**config.mk**
```make
export PLATFORM = sky130hd
export DESIGN_NAME = timer_dev_flat
export DESIGN_NICKNAME = d
export VERILOG_FILES = /design/src/rtl/timer_if.sv /design/src/rtl/timer_dev.sv /design/src/flat_wrapper.sv
export SDC_FILE = /design/constraint.sdc
export NUM_CORES = 1
export LEC_CHECK = 0
export CORE_MARGIN = 2
export CORE_UTILIZATION = 51
export CTS_BUF_LIST = sky130_fd_sc_hd__clkbuf_2
export CTS_CLUSTER_SIZE = 14
export DETAILED_ROUTE_END_ITERATION = 8
export PLACE_DENSITY = 0.82
export RECOVER_POWER = 50
export SETUP_SLACK_MARGIN = 0.3
export SYNTH_ARGS = -nofsm -noshare
export SYNTH_HDL_FRONTEND = slang
export SYNTH_SLANG_ARGS = --single-unit
export TNS_END_PERCENT = 100
```
**constraint.sdc**
```tcl
create_clock -name clk -period 3.3 [get_ports clk]
set_clock_uncertainty 0.05 [all_clocks]
set_input_delay 0.825 -clock clk [delete_from_list [all_inputs] [get_ports clk]]
set_output_delay 0.825 -clock clk [all_outputs]
set_load 0.02 [all_outputs]
```
**src/rtl/timer_if.sv**
```systemverilog
// Bridge-side bus bundle for the countdown timer: word address, write strobe/data, read data and IRQ.
interface timer_if;
    localparam int unsigned W = 32;

    logic [W-1:0] Addr;
    logic         WE;
    logic [W-1:0] Din;
    logic [W-1:0] Dout;
    logic         IRQ;

    modport master (output Addr, WE, Din, input Dout, IRQ);
    modport slave  (input Addr, WE, Din, output Dout, IRQ);
endinterface

```
**src/rtl/timer_dev.sv**
```systemverilog
// Memory-mapped countdown timer (CTRL/PRESET/COUNT) raising an interrupt request to CP0.
// Optional feature macro: TIMER_AUTO_RELOAD_EN enables MODE=01 auto-reload; otherwise every mode is one-shot.
module timer_dev (
    input  logic   clk,
    input  logic   RESET,
    timer_if.slave bus
);
    localparam int unsigned W      = 32;
    localparam int unsigned CTRL_W = 4;

    typedef enum logic [1:0] {IDLE, LOAD, CNT, INT} state_t;

    state_t            state;
    logic [CTRL_W-1:0] ctrl;
    logic [W-1:0]      preset;
    logic [W-1:0]      count;
    logic              irq_flag;

    logic wr_ctrl;
    logic wr_preset;
    logic auto_reload;
    logic unused_addr;

    assign wr_ctrl     = bus.WE && (bus.Addr[3:2] == 2'b00);
    assign wr_preset   = bus.WE && (bus.Addr[3:2] == 2'b01);
    assign unused_addr = ^{bus.Addr[W-1:4], bus.Addr[1:0]};

`ifdef TIMER_AUTO_RELOAD_EN
    assign auto_reload = (ctrl[2:1] == 2'b01);
`else
    assign auto_reload = 1'b0;
`endif

    // FSM and register file; bus writes are applied last so they win over FSM updates
    always_ff @(posedge clk) begin
        if (RESET) begin
            state    <= IDLE;
            ctrl     <= '0;
            preset   <= '0;
            count    <= '0;
            irq_flag <= 1'b0;
        end else begin
            case (state)
                IDLE: begin
                    if (ctrl[0]) state <= LOAD;
                end
                LOAD: begin
                    count <= preset;
                    state <= CNT;
                end
                CNT: begin
                    if (!ctrl[0]) begin
                        state <= IDLE;
                    end else if (count > W'(1)) begin
                        count <= count - W'(1);
                    end else begin
                        count    <= '0;
                        irq_flag <= 1'b1;
                        state    <= INT;
                    end
                end
                INT: begin
                    state <= IDLE;
                    if (auto_reload) irq_flag <= 1'b0;
                    else             ctrl[0]  <= 1'b0;
                end
                default: state <= IDLE;
            endcase

            if (wr_ctrl) begin
                ctrl     <= bus.Din[CTRL_W-1:0];
                irq_flag <= 1'b0;
            end
            if (wr_preset) begin
                preset   <= bus.Din;
                irq_flag <= 1'b0;
            end
        end
    end

    // zero-latency read mux
    always_comb begin
        bus.Dout = '0;
        case (bus.Addr[3:2])
            2'b00:   bus.Dout = {{(W-CTRL_W){1'b0}}, ctrl};
            2'b01:   bus.Dout = preset;
            2'b10:   bus.Dout = count;
            default: bus.Dout = '0;
        endcase
    end

    assign bus.IRQ = irq_flag & ctrl[3];
endmodule

```
**src/flat_wrapper.sv**
```systemverilog
// flat-port wrapper written by rule: the top's interface ports become plain ports
module timer_dev_flat 
  (clk, RESET, bus_Addr, bus_WE, bus_Din, bus_Dout, bus_IRQ);
  timer_if bus_i ();
  input  logic clk;
  input  logic RESET;
  input wire logic [$bits(bus_i.Addr)-1:0] bus_Addr;
  input wire logic [$bits(bus_i.WE)-1:0] bus_WE;
  input wire logic [$bits(bus_i.Din)-1:0] bus_Din;
  output wire logic [$bits(bus_i.Dout)-1:0] bus_Dout;
  output wire logic [$bits(bus_i.IRQ)-1:0] bus_IRQ;
  assign bus_i.Addr = bus_Addr;
  assign bus_i.WE = bus_WE;
  assign bus_i.Din = bus_Din;
  assign bus_Dout = bus_i.Dout;
  assign bus_IRQ = bus_i.IRQ;
  timer_dev u_core (.clk(clk), .RESET(RESET), .bus(bus_i));
endmodule
```
* Word-level counts from Yosys, hierarchy flattened
Index checks and enable logic that the tools add are counted.
** Word-level totals
- ROM bits :: 0
- Memory bits (writable) :: 0
- Register bits :: 71
- Bits in latches :: 0
- Output and inout bits :: 33
- Word-level logic and storage cells :: 38
- Memories kept :: 0
** Cells by class
- Shifts and indexed selects :: 0
- Add/sub/neg operators :: 1
- Reduce and logical (&&, ||, !) cells :: 10
- Divide/modulo/power cells :: 0
- Bitwise operators :: 2
- Multipliers :: 0
- Equality and inequality tests :: 8
- Mux-type cells :: 10
- $lt $le $gt $ge :: 1
** Operator list (count)
- one-hot mux 32 bit (3 select lines) :: 1
- 2-to-1 mux 32 bit :: 2
- one-hot mux 32 bit (2 select lines) :: 1
- greater-than comparator 32 x 1 -> 1 bit, second input constant :: 1
- subtractor 32 x 1 -> 32 bit, second input constant :: 1
- one-hot mux 2 bit (4 select lines) :: 1
- == test 2 bit, second input constant :: 3
- 2-to-1 mux 2 bit :: 3
- == test 2 x 1 -> 1 bit, second input constant :: 2
- zero test 2 bit :: 2
- inequality test 2 x 1 -> 1 bit, second input constant :: 2
- AND reduction 2 bit :: 2
- nonzero test 2 bit :: 2
- inequality test 3 bit, second input constant :: 1
- AND reduction 3 bit :: 1
- OR reduction 3 bit :: 1
- logical AND 1 bit :: 2
- 2-to-1 mux 1 bit :: 2
- bitwise AND 1 bit :: 1
- inverter 1 bit :: 1

* Depth between registers and ports, before layout
Gate-level depths: netlist of run 1.
- Depth in word-level cells :: 4
- Mapped depth :: 8
- Gate-level depth less buffers :: 7

* Least setup slack after synthesis of run 1
No wires, ideal clock.
- Path kind :: input -> output
- Start :: input bus_Addr[3]
- End :: output bus_Dout[10]
- Setup slack :: 0.314 ns
- Data arrival time :: 2.111 ns
- Required time :: 2.425 ns
- Stages :: 5
- Path buffers :: 3
- Path through :: clkbuf_1 nor2b_1 clkbuf_1 buf_1 a22o_1
** Between the ends
- Longest elaborated chain between the ends :: 2
- Elaborated cells on any way between the ends :: 4
** RTL lines
- from (decl) :: line flat_wrapper.sv:7 : input wire logic [$bits(bus_i.Addr)-1:0] bus_Addr;
- == test 2 bit, or another cell as far along :: line timer_dev.sv:84 : case (bus.Addr[3:2])
- one-hot mux 32 bit (3 select lines) (*) :: line timer_dev.sv:84
- to (decl) :: line flat_wrapper.sv:10 : output wire logic [$bits(bus_i.Dout)-1:0] bus_Dout;
Every way passes the cells marked *; elsewhere a longest branch is shown, timed or not.

* Worst setup path after layout of run 1
- Start :: input bus_Addr[3]
- End :: output bus_Dout[3]
The elaborated chain is that of the path after synthesis.

==> summary.md, run 1 <==
| Metric | Value |
|---|---|
| Final Setup Violations | 0 |
| Post-Layout Cell Count | 692 |
| Crit path DAT | 2130 ps |
| Core Rows | 32 |
| Crit Path Max Fanout | 21 |
| Initial Util | a little over half |
| Post-synth top cells | 98 x nand2_1, 71 x dfxtp_1, 62 x a21oi_1, 43 x o21ai_0, 31 x clkbuf_1 |
| Vias | 4448 |
| Mapped Nets | around 600 |
| Clock buffer depth | 2 |
| GPL Wtd Cong | approximately 0.91 |
| Die height | 93.4 microns |
| First-pass GRT wire length | between 20000 and 25000 microns |
| Critical path class | in2out |
| Number of library cell types mapped by synthesis | 53 |
| GRT Overall Usage | between 20 and 30% |
| Avg WL per Cell | around 18 microns |
| Max Clock Freq | 0.333 GHz |
| Core area | 7730 sq um |
| Unrepaired setup endpoints after global routing | false |
| Ports | 100 |
| Clock network fraction of total power | 34.1% |
| Reg-to-reg endpoint | u_core.irq_flag$_SDFFE_PP0P_ |
| Final WL | about 13000 microns |
| CP startpoint kind | primary input |
| Placed Cells | between 600 and 700 |
| Area post-placement | between 4000 and 5000 sq um |
| Hold Path Class | reg2reg |
| Max-cap viol count | 0 |
| Commonest register cell after synthesis | dfxtp_1 |
| CP startpoint | bus_Addr[3] |
| Total global routing overflow | 0 |
| Total clock buffers created by CTS | 9 |
| Root Driver | clkbuf_2 |
| # DRC | 0 |
| #FFs+latches synth | 71 |
| Status | finished clean |
| Relative slew slack | 5.60% |
| Antenna diode count | 0 |
| Synth top area share | around a third |
| Critical Path Sink Type | output port |
| Syn avg cell area | 7.69 sq um |
| Synth async-reset ratio | 0% |
| Critical Path Max Stage Delay | between 300 and 400 ps |
| Switching part of the total | 29.7% |
| Area growth syn-to-layout | 20.0% |
| Required @ worst endpoint | 2420 ps |
| Ratio of cells with drive above 1 in the final layout | 14.2% |
| Mapped cell area | 4070 sq um |
| H-tree depth | 3 |
| Dominant cell type by area after synthesis | dfxtp_1 |
| Cells after Synth | 530 |
| DRT iter0 DRCs | 549 |
| R2r startpoint | u_core.count[10]$_SDFFE_PP0P_ |
| Pin slew with the least headroom to its limit | 1420 ps |
| Count leader, synth | nand2_1 |
| Post-synth EDFFs | 0 |
| DP HPWL | 8420 microns |
| Worst r2r path cells | 6 |
| Register area share after synthesis | 34.9% |
| Initial antenna violation count | 0 |
| Die Width | 93.4 microns |
| Final net count | 654 |
| CP dominant cell by count | dlygate4sd2_1 |
| Synth Warn # | 0 |
| CP endpoint | bus_Dout[3] |
| Vias in the first global route | 4248 |
| Slew Limit Fails | 0 |
| CTS tree | done |
| ANT nets after route | 0 |
| Tcrit/Tclk final | 91.0% |
| Reg power frac | 47.2% |
| Clk pin slew, worst setup/hold paths | 190 ps |
| Reg2Reg Setup Slack | 440 ps |
| Hold_ws | 428 ps |
| Final instance area | 4890 sq um |
| Leakage power | about 1.9 nW |
| Largest net degree at the start of global routing | 35 |
| CTS sink count | 71 |
| Post-route minimum period | 3000 ps |
| Sw power | 0.000575 W |
| Crit-path slowest cell | dlygate4sd2_1 |
| Via/cell ratio | around 6.4 |
| Worst vdd ir | 0.000283 V |
| Initial DRT Pass Iterations | 5 |
| Fin util | 63.3% |
| Die ar. | 8720 sq um |
| Pwr per Cell Area | 396 nW/um^2 |
| Worst-path cell chain | dlygate4sd2_1 > nor2b_1 > buf_12 > nand2_1 > o21ai_0 > dlygate4sd2_1 |
| Synth area leaders | dfxtp_1 35%, nand2_1 9.0%, a21oi_1 7.6%, a22o_1 6.0%, o21ai_0 5.3% |
| Final hold violations | 0 |
| Port bufs | 69 |
| Comb power frac | 18.7% |
| Clk Latency, worst-skew pair | 520 ps |
| Total power draw | 0.00194 W |
| Internal power | 0.00136 W |
| Hold-fix buffers, CTS | 0 |
-- cells in the final DEF (no fill, tap or decap), types with 4 or more instances in the layout --
| cell type | netlist | layout |
|---|---|---|
| or4_4 | 4 | 4 |
| dfxtp_1 | 71 | 71 |
| a21oi_1 | 62 | 62 |
| or4_1 | 5 | 5 |
| nor2_1 | 27 | 27 |
| or3_1 | 5 | 5 |
| nand2_1 | 98 | 98 |
| a211oi_1 | 26 | 26 |
| mux2i_1 | 7 | 7 |
| buf_2 | 3 | 27 |
| buf_4 | 2 | 13 |
| o31ai_1 | 5 | 5 |
| or2_2 | 4 | 4 |
| nor2b_1 | 6 | 5 |
| clkdlybuf4s50_1 | 0 | 32 |
| nor3_1 | 12 | 12 |
| nand4_1 | 5 | 5 |
| inv_1 | 8 | 8 |
| nand3_1 | 5 | 5 |
| clkbuf_2 | 1 | 10 |
| nor4_1 | 12 | 12 |
| a21o_1 | 5 | 5 |
| o21a_1 | 5 | 5 |
| o21ai_0 | 43 | 44 |
| a22o_1 | 28 | 28 |
-- power groups by stage --
| stage | clock [W] | sequential [W] | combinational [W] |
|---|---|---|---|
| floorplan | 0 | 0.000916 | 0.000229 |
| detailed placement | 0 | 0.000930 | 0.000346 |
| finish | 0.000661 | 0.000915 | 0.000361 |
| CTS | 0.000660 | 0.000913 | 0.000357 |
| global route | 0.000688 | 0.000918 | 0.000390 |
| global placement | 0 | 0.000929 | 0.000336 |
-- final cells by class --
class                      count  area, sq um
clock buffer                  10         50.0
clock inverter                 6          109
fill                         662         2840
inverter                       8         30.0
multi-input combinational    406         2380
sequential                    71         1420
tap                          102          128
timing repair buffer          89          771
-- registers in the layout, summed over array words and instances (netlist names) --
name             flops
u_core.preset       32
u_core.count        32
u_core.irq_flag      1
u_core.state         2
u_core.ctrl          4
-- critical path: cells and delay by family --
family	cells	cell delay (ps)
buffers and inverters	3	850
AND/OR/NAND/NOR	2	370
AO/OA/AOI/OAI	1	80
-- metal layers --
layer | vias up | part of all wire (%) | global-route usage, %
met4 | 0 | 2.9 | 14.5
li1 | 2050 | - | -
met5 | - | 0 | 0
met2 | 265 | 45 | 45.8
met1 | 2098 | 42 | 41.0
met3 | 35 | 9.3 | 4.03
-- metrics by stage --
stage                     TNS, ps  setup slack (ps)
after floorplan                 0               314
after global placement      -4360              -161
after detailed placement    -5010              -191
after CTS                       0               386
after global routing            0               195
final                           0               298
-- repair_timing --
item | in CTS | in global routing
buffers inserted | 1 | 0
setup endpoints to repair | 32 | 0
gates resized for setup | 130 | 0
-- worst min path at each step --
stage	endpoint	cells after the start	slack (ps)	from
2_1_floorplan	u_core.preset[10]$_SDFFE_PP0P_	2	400	u_core.preset[10]$_SDFFE_PP0P_
3_3_place_gp	u_core.preset[29]$_SDFFE_PP0P_	2	410	u_core.preset[29]$_SDFFE_PP0P_
3_5_place_dp	u_core.preset[11]$_SDFFE_PP0P_	2	410	u_core.preset[11]$_SDFFE_PP0P_
4_1_cts	u_core.preset[11]$_SDFFE_PP0P_	2	430	u_core.preset[11]$_SDFFE_PP0P_
5_1_grt	u_core.preset[11]$_SDFFE_PP0P_	2	460	u_core.preset[11]$_SDFFE_PP0P_
6_report	u_core.preset[11]$_SDFFE_PP0P_	2	430	u_core.preset[11]$_SDFFE_PP0P_
-- kinds of logic after synthesis --
kind of cell / Yosys count / share of synthesized area, %
fa+ha+maj: 2 / 0.614
mux: 7 / 1.72
simple gates: 198 / 23.6
compound gates: 197 / 31.6
flops: 71 / 34.9
buf+inv: 53 / 7.06
xor+xnor: 2 / 0.430
Power figures use the tool's default switching activity.
==> run 2, diff against run 1 <==
ABC_CLOCK_PERIOD_IN_PS = 3300   (was unset)
==> results of run 2 <==
No change in the layout: final DEF, timing and power equal those of run 1.
==> run 3, diff against run 2 <==
RECOVER_POWER = unset   (was 50)
==> run 3 against run 2 <==
Against the previous run: via count increased by 0.43%; sequential power about the same; setup slack improved by 80 ps; final area increased by 0.64%; first-iteration DRC count increased by 13%; global-route usage unchanged; critical path depth unchanged; combinational power increased by 2%; clock power about the same; core utilization increased by 0.40 points; cell count unchanged; non-clock buffer count unchanged.
==> summary.md, run 3 (synthesis results as in run 1) <==
| Metric | Value |
|---|---|
| Worst vdd ir | 0.000280 V (-1.1%) |
| Worst-path cell chain | dlygate4sd2_1 > buf_4 > nor2b_4 > bufbuf_16 > a22o_1 > buf_4 |
| Required @ worst endpoint | 2420 ps (about the same) |
| DP HPWL | 8420 microns (unchanged) |
| Switching part of the total | 29.6% (-0.067 points) |
| GRT Overall Usage | 29.7% (unchanged) |
| CTS sink count | 71 (unchanged) |
| Crit path DAT | 2050 ps (-80 ps) |
| First-pass GRT wire length | 20600 microns (unchanged) |
| Clock network fraction of total power | 34.0% (about the same) |
| Crit-path slowest cell | bufbuf_16 |
| Slew Limit Fails | 0 (unchanged) |
| Post-route minimum period | 2920 ps (-80.3 ps) |
| Max-cap viol count | 0 (unchanged) |
| Total global routing overflow | 0 (unchanged) |
| Final WL | 12700 microns (+0.17%) |
| Internal power | 0.00137 W (+0.40%) |
| Critical path class | in2out |
| Unrepaired setup endpoints after global routing | false |
| Final worst slack | 378 ps (+80.3 ps) |
| # DRC | 0 (unchanged) |
| Reg power frac | 47.1% (about the same) |
| Ratio of cells with drive above 1 in the final layout | 14.9% (+0.68 points) |
| Comb power frac | 19.0% (+0.3 points) |
| Largest net degree at the start of global routing | 35 (unchanged) |
| Vias | 4467 (+0.43%) |
| GPL Wtd Cong | 0.908 (unchanged) |
| Via/cell ratio | 6.46 (+0.43%) |
| ANT nets after route | 0 (unchanged) |
| Final hold violations | 0 (unchanged) |
| Post-Layout Cell Count | 692 (unchanged) |
| Relative slew slack | 45.0% (+39 points) |
| Initial antenna violation count | 0 (unchanged) |
| Hold-fix buffers, CTS | 0 (unchanged) |
| Pwr per Cell Area | 395 nW/um^2 (-0.33%) |
| Final net count | 654 (unchanged) |
| Initial DRT Pass Iterations | 5 (unchanged) |
| Total clock buffers created by CTS | 9 (unchanged) |
| Critical Path Max Stage Delay | 300 ps (-60 ps) |
| Die ar. | 8720 sq um (unchanged) |
| Max Clock Freq | 0.342 GHz (+2.7%) |
| CP dominant cell by count | buf_4 |
| Die Width | 93.4 microns (unchanged) |
| Tcrit/Tclk final | 88.5% (-2.4 points) |
| Die height | 93.4 microns (unchanged) |
| DP Worst Slack | -191 ps (unchanged) |
| Crit Path Max Fanout | 7 (-67%) |
| Initial Util | 52.7% (unchanged) |
| Commonest non-fill, non-tap cells in the layout | 98 x nand2_1, 71 x dfxtp_1, 62 x a21oi_1 |
| CP startpoint kind | primary input |
| Biggest regs | u_core.count: 32 flops, u_core.preset: 32 flops, u_core.ctrl: 4 flops |
| Antenna diode count | 0 (unchanged) |
| Vias in the first global route | 4248 (unchanged) |
| Fin util | 63.7% (+0.40 points) |
| Final Setup Violations | 0 (unchanged) |
| Hold Path Class | reg2reg |
| DRT iter0 DRCs | 620 (+13%) |
| Hold Startpoint | u_core.preset[11]$_SDFFE_PP0P_ |
| Leakage power | 1.87 nW (+0.90%) |
| Root Driver | clkbuf_2 |
| Pin slew with the least headroom to its limit | 825 ps (-591 ps) |
| Sw power | 0.000575 W (about the same) |
| Most common cell after layout, fill and taps aside | nand2_1 |
| CP startpoint | bus_Addr[2] |
| Avg WL per Cell | 18.3 microns (+0.17%) |
| Top Usage Layer GRT | met2 |
| Clk pin slew, worst setup/hold paths | 190 ps (about the same) |
| GR Util met2 | 45.8% (unchanged) |
| Critical path's top delay family | buffers and inverters |
| Core Rows | 32 (unchanged) |
| Ports | 100 (unchanged) |
| Port bufs | 69 (unchanged) |
| CTS tree | done |
| R2r startpoint | u_core.count[10]$_SDFFE_PP0P_ |
| Critical Path Sink Type | output port |
| Met1 Resource Use GR | 41.0% (unchanged) |
| GRT met3 Usage | 4.03% (unchanged) |
| Core area | 7730 sq um (unchanged) |
| Hold_ws | 428 ps (-0.256 ps) |
| Setup TNS | 0 ps (unchanged) |
| Buffer and inverter count on the worst path | 4 (+1) |
| H-tree depth | 3 (unchanged) |
| Clk Latency, worst-skew pair | 530 ps (about the same) |
| Placed Cells | 673 (unchanged) |
| Clock buffer depth | 2 (unchanged) |
| Status | finished clean |
| Area growth syn-to-layout | 20.8% |
## run 3: final timing paths
| check | slack (ps) | cells after the start | to |
|---|---|---|---|
| worst min-delay path | 430 | 2 | u_core.preset[11]$_SDFFE_PP0P_ |
| worst max-delay path | 380 | 6 | bus_Dout[31] |
| worst max register to register | 450 | 6 | u_core.irq_flag$_SDFFE_PP0P_ |
| worst min register to register | 430 | 2 | u_core.preset[11]$_SDFFE_PP0P_ |
## run 3: metal layers
metal	vias to the layer above	share of wire (%)
met1	2114	43
met2	263	46
li1	2056	-
met3	34	9.2
met5	-	0
met4	0	2.6
## run 3: power groups by stage
stage	Combinational, W	Clock, W	Sequential (W)
final	0.000368	0.000660	0.000915
after detailed placement	0.000346	0	0.000930
after global routing	0.000397	0.000688	0.000918
after floorplan	0.000229	0	0.000916
after CTS	0.000357	0.000660	0.000913
after global placement	0.000336	0	0.000929
## run 3: worst reg2reg max path, cell delays in order, from the launching register on
cell and delay [ps]:
dfxtp_1 430, nor4_1 490, nand4_1 490, buf_4 340
or4_1 560, o21ba_2 240, nor3_1 170
## run 3: final cells by class
cell class / count / area, sq um
clock inverter: 6 / 109
multi-input combinational: 406 / 2390
timing repair buffer: 89 / 795
sequential: 71 / 1420
tap: 102 / 128
inverter: 8 / 30.0
fill: 654 / 2810
clock buffer: 10 / 50.0
## run 3: stage by stage
stage	cell area [sq um]	total power [W]
2_1_floorplan	4070	0.00115
3_3_place_gp	4810	0.00126
3_5_place_dp	4810	0.00128
4_1_cts	4920	0.00193
5_1_grt	4920	0.00200
6_report	4920	0.00194
## run 3: timing repair
action                     in CTS  in global routing
buffers inserted                1                  0
hold endpoints to repair        0                  0
resized for setup             130                  0
setup endpoints to repair      32                  0
